`src/rtl/pipe_stage_reg.sv`:
```
// Pipeline stage register with a valid/ready handshake, an optional skid entry and a synchronous flush.
// out_data always comes from the main entry. The skid entry only refills main.
module pipe_stage_reg #(
   parameter int          N         = 32,
   parameter logic [63:0] RST_VALUE = 64'd0,
   parameter int          SKID      = 1
) (
   input  logic         clk,
   input  logic         reset,
   input  logic         flush,
   input  logic         in_valid,
   output logic         in_ready,
   input  logic [N-1:0] in_data,
   output logic         out_valid,
   input  logic         out_ready,
   output logic [N-1:0] out_data,
   output logic [1:0]   occupancy
);

   // state    | meaning
   // ST_EMPTY | nothing held, occupancy 0
   // ST_FULL  | main entry held, occupancy 1
   // ST_SKID  | main and skid entries held, occupancy 2 (SKID=1 only)
   typedef enum logic [1:0] {
      ST_EMPTY = 2'd0,
      ST_FULL  = 2'd1,
      ST_SKID  = 2'd2
   } state_t;

   localparam logic [N-1:0] RST_V = N'(RST_VALUE);

   state_t         state_q, state_d;
   logic [N-1:0]   main_q, main_d;
   logic [N-1:0]   skid_q, skid_d;
   logic           ready_q;

   always_ff @(posedge clk or negedge reset) begin
      if (!reset) begin
         state_q <= ST_EMPTY;
         main_q  <= RST_V;
         skid_q  <= RST_V;
         ready_q <= 1'b1;
      end else begin
         state_q <= state_d;
         main_q  <= main_d;
         skid_q  <= skid_d;
         ready_q <= (state_d != ST_SKID);
      end
   end

   always_comb begin
      state_d = state_q;
      main_d  = main_q;
      skid_d  = skid_q;
      if (flush) begin
         state_d = ST_EMPTY;
         main_d  = RST_V;
         skid_d  = RST_V;
      end else begin
         case (state_q)
            ST_EMPTY: begin
               if (in_valid) begin
                  main_d  = in_data;
                  state_d = ST_FULL;
               end
            end
            ST_FULL: begin
               if (SKID != 0) begin
                  if (in_valid && out_ready) begin
                     main_d = in_data;
                  end else if (in_valid) begin
                     skid_d  = in_data;
                     state_d = ST_SKID;
                  end else if (out_ready) begin
                     state_d = ST_EMPTY;
                  end
               end else if (out_ready) begin
                  if (in_valid) main_d = in_data;
                  else          state_d = ST_EMPTY;
               end
            end
            ST_SKID: begin
               if (out_ready) begin
                  main_d  = skid_q;
                  state_d = ST_FULL;
               end
            end
            default: state_d = ST_EMPTY;
         endcase
      end
   end

   // With a skid entry, in_ready comes straight from a flop so that it has no path from out_ready.
   assign in_ready  = (SKID != 0) ? ready_q : ((state_q != ST_FULL) || out_ready);
   assign out_valid = (state_q != ST_EMPTY);
   assign out_data  = main_q;
   assign occupancy = state_q;

endmodule
```
`config.mk`:
```
export PLATFORM = sky130hd
export DESIGN_NAME = pipe_stage_reg
export DESIGN_NICKNAME = d
export VERILOG_FILES = /design/src/rtl/pipe_stage_reg.sv
export SDC_FILE = /design/constraint.sdc
export NUM_CORES = 1
export LEC_CHECK = 0
export CAP_MARGIN = 15
export CORE_ASPECT_RATIO = 0.9
export CORE_MARGIN = 2
export CORE_UTILIZATION = 45
export CTS_BUF_LIST = sky130_fd_sc_hd__clkbuf_4 sky130_fd_sc_hd__clkbuf_8
export DETAILED_ROUTE_END_ITERATION = 12
export DONT_BUFFER_PORTS = 1
export SLEW_MARGIN = 20
export SYNTH_ARGS = -nofsm -noshare
export SYNTH_HDL_FRONTEND = slang
export SYNTH_SLANG_ARGS = --single-unit
```
`constraint.sdc`:
```
create_clock -name clk -period 3.7 [get_ports clk]
set_clock_uncertainty 0.15 [all_clocks]
set_input_delay 0.37 -clock clk [delete_from_list [all_inputs] [get_ports clk]]
set_output_delay 0.37 -clock clk [all_outputs]
set_load 0.05 [all_outputs]
```
==> PnR_summary.wiki <==
{| class="wikitable"
! Metric !! Value
|-
| Pre-Repair DR Iteration Count || 4
|-
| Share of layout cells above drive strength 1 || 29.4%
|-
| Reg2reg setup slack || 1.23 ns
|-
| Number of global-route vias before repair || 1,937
|-
| Cell chosen for the clock root || sky130_fd_sc_hd__clkbuf_8
|-
| Antenna fix cells || 0
|-
| Die Area || 7470 um2
|-
| Number of top-level design ports || 73
|-
| Remaining Overflow, GRT || 0
|-
| Synth Warn # || 0
|-
| Area growth syn-to-layout || 9.17%
|-
| Number of antenna violations at the first check in global routing || 0
|-
| Number of hold violations in the final report || 0
|-
| Pwr Density || 508 nW/um2
|-
| Number of cells on the worst reg-to-reg path || 5
|-
| Number of buffers between clock root and the deepest sink || 2
|-
| Net count after synthesis || 233
|-
| Critical path launch point type || flip-flop
|-
| Depth of the CTS H-tree || 3
|-
| Detailed placement HPWL || 4010 um
|-
| RSZ-0062 raised after global routing || no
|-
| Worst Tran Pin Value || 0.807 ns
|-
| Final routed wire length divided by cell count || 21.9 um
|-
| Reg clk slew, reported paths || 0.08 ns
|-
| CP Data Required Time || 3.80 ns
|-
| Number of vias after detailed routing || 1,729
|-
| Class of the worst hold path || in -> reg
|-
| Peak clock frequency supported by timing || 0.405 GHz
|-
| Avg Cell Area, Syn || 15.6 um2
|-
| Starting density of the core || 46.4%
|-
| Routability cong. || 0.713
|-
| Total CTS buffers || 9
|-
| Multi-input combinational cell area || 1230 um2
|-
| Via-per-instance ratio || 5.88
|-
| Proportion of register bits with asynchronous set or reset after synthesis || 100%
|-
| WHS Endpoint || skid_q[28]
|-
| Storage element area || 1680 um2
|-
| Antenna violation net count after detailed routing || 0
|-
| Top_reg_cell synth || sky130_fd_sc_hd__dfrtp_1
|-
| Number of buffers added on ports || 0
|-
| Part of the cycle the worst path needs || 66.8%
|-
| CP Cell Sequence || nor2b_2 > o2bb2ai_4 > nor2_4 > buf_4 > o2bb2ai_1
|-
| CTS sink count || 67
|-
| Number of slew-limit violations in the final report || 0
|-
| Sequential fraction of the synthesis area || 54.9%
|-
| Reg-to-reg endpoint || out_data[21]
|-
| Pin count of the biggest net entering global routing || 68
|-
| Total of endpoints with negative setup slack in the final report || 0
|-
| Total wirelength of the detailed-routed design || 6420 um
|-
| Post-DP Area || 3050 um2
|-
| DRC viols || 0
|-
| Portion of synthesized cell area occupied by the leading cell type || 54.0%
|-
| Post-layout net count || 236
|-
| Worst Setup End Kind || flip-flop
|-
| Critical path's largest stage delay || 0.72 ns
|-
| Worst path arrival time || 2.57 ns
|-
| Setup TNS || 0 ns
|-
| Leakage || 1.41 nW
|-
| Highest ir drop seen on vdd || 387 uV
|-
| Number of distinct standard cells referenced by the synthesized netlist || 22
|-
| DRC marker count from the first detailed-route iteration || 61
|-
| Slew Limit Headroom || 46.1%
|-
| Crit-path max FO || 17
|-
| Final critical-path required period || 2.47 ns
|-
| #FFs+latches synth || 67
|-
| Count of standard-cell rows || 28
|-
| Beginning of the worst hold path || in_data[28]
|-
| Die X || 90.9 um
|-
| Placeable core area || 6590 um2
|-
| Startpoint of the lowest-slack register-to-register path || occupancy[0]
|-
| TritonCTS clock tree || done
|-
| Worst-path cell with the longest stage delay || sky130_fd_sc_hd__dfrtp_1
|-
| Combined buffer and inverter count along the critical path || 1
|-
| Largest delay contributor family on the critical path || simple AND/OR/NAND/NOR gates
|-
| Post-Layout Inst Area || 3340 um2
|-
| Cell depth of the worst min-delay path || 1
|-
| Number of filler cells placed in the layout || 573
|-
| Outcome || finished clean
|-
| Wire length of the first global-routing pass || 10,100 um
|-
| Synth Instances || 196
|-
| Vert. Die Dim || 82.2 um
|-
| Synthesized cell area || 3060 um2
|-
| Dominant cells by area after synthesis || sky130_fd_sc_hd__dfrtp_1 (54%), sky130_fd_sc_hd__o2bb2ai_2 (15%), sky130_fd_sc_hd__mux2i_1 (10%)
|-
| Count of flip-flops with a built-in enable after synthesis || 0
|-
| Combined global-route utilization of all metal layers || 17.9%
|-
| Worst setup path class || reg -> reg
|-
| Buffers inserted by post-CTS timing repair || 0
|-
| Library cell occupying the most area in the post-synthesis netlist || sky130_fd_sc_hd__dfrtp_1
|-
| Clock insertion delay at the later pin of the skew report || 0.34 ns
|-
| Max-capacitance violation count || 0
|}
cell usage in the layout, fill, tap and decap left out, drive strengths merged:
| master | count |
|---|---|
| clkinv | 3 |
| dfstp | 1 |
| a21oi | 1 |
| nor3b | 1 |
| mux2i | 32 |
| a21o | 1 |
| dfrtp | 66 |
| and2b | 1 |
| o2bb2ai | 33 |
| nor2 | 4 |
| xnor2 | 1 |
| nand2b | 2 |
| or2 | 1 |
| clkinvlp | 1 |
| dlygate4sd3 | 4 |
| buf | 5 |
| nor2b | 2 |
| a22o | 32 |
| a2bb2oi | 1 |
| bufinv | 2 |
| clkbuf | 10 |
cells in the mapped netlist, drive strengths merged, types with 2 or more instances:
library cell / number
nor2b: 2
dfrtp: 66
nor2: 4
o2bb2ai: 33
buf: 14
nand2b: 2
a22o: 32
mux2i: 32
clkbuf: 3
where the power goes:
group	switching [W]	internal [W]
clock network	0.000281	0.000388
logic	0.0000820	0.0000556
registers	0.000125	0.000764
total	0.000488	0.00121
area by class of cell:
| type | instances | share of cell area [%] |
|---|---|---|
| Sequential cell | 67 | 50.3 |
| Multi-Input combinational cell | 112 | 36.8 |
| Clock buffer | 10 | 3.94 |
| Tap cell | 90 | 3.37 |
| Timing Repair Buffer | 9 | 2.92 |
| Clock inverter | 6 | 2.70 |
how the worst max path moves through the flow:
stage / from / endpoint / cells past startpoint
floorplan: occupancy[1] / skid_q[10] / 6
global placement: occupancy[1] / skid_q[14] / 5
detailed placement: occupancy[0] / out_data[21] / 5
CTS: occupancy[0] / out_data[21] / 5
global route: occupancy[1] / skid_q[20] / 5
finish: occupancy[0] / out_data[21] / 5
sequential cells by signal, summed over array words and instances, names as in the netlist:
| name | count |
|---|---|
| skid_q | 32 |
| occupancy | 2 |
| out_data | 32 |
| in_ready | 1 |
logic make-up after synthesis:
kind of cell	count (synthesis)	share of synthesized area, %
xor+xnor	1	0.287
compound gates	68	26.1
mux	32	10.5
buf+inv	17	5.28
flops	67	54.9
simple gates	11	2.99
through the flow:
step | power, W | hold WS [ns] | setup slack [ns] | util (%) | cells
floorplan | 0.00100 | -0.0756 | 1.88 | - | 196
CTS | 0.00172 | 0.00111 | 1.20 | 50.5 | 293
global placement | 0.00101 | -0.0742 | 1.32 | 46.3 | 273
finish | 0.00170 | 0.0183 | 1.23 | 50.7 | 294
global route | 0.00177 | 0.00644 | 1.11 | 50.7 | 294
detailed placement | 0.00102 | -0.0746 | 1.25 | 46.3 | 273
metal layers:
metal | GRT usage [%] | vias to the layer above | wire length [um]
li1 | - | 762 | -
met4 | 7.27 | 0 | 114
met5 | 0 | - | 0
met3 | 7.35 | 9 | 454
met1 | 21.1 | 901 | 2780
met2 | 29.7 | 57 | 3080
timing repair:
action | in CTS | in global routing
setup endpoints to repair | 0 | 0
hold buffers | 4 | 1
endpoints found under the hold margin | 69 | 1
resized for setup | 0 | 0
No activity file was read; power rests on OpenSTA's default activity.
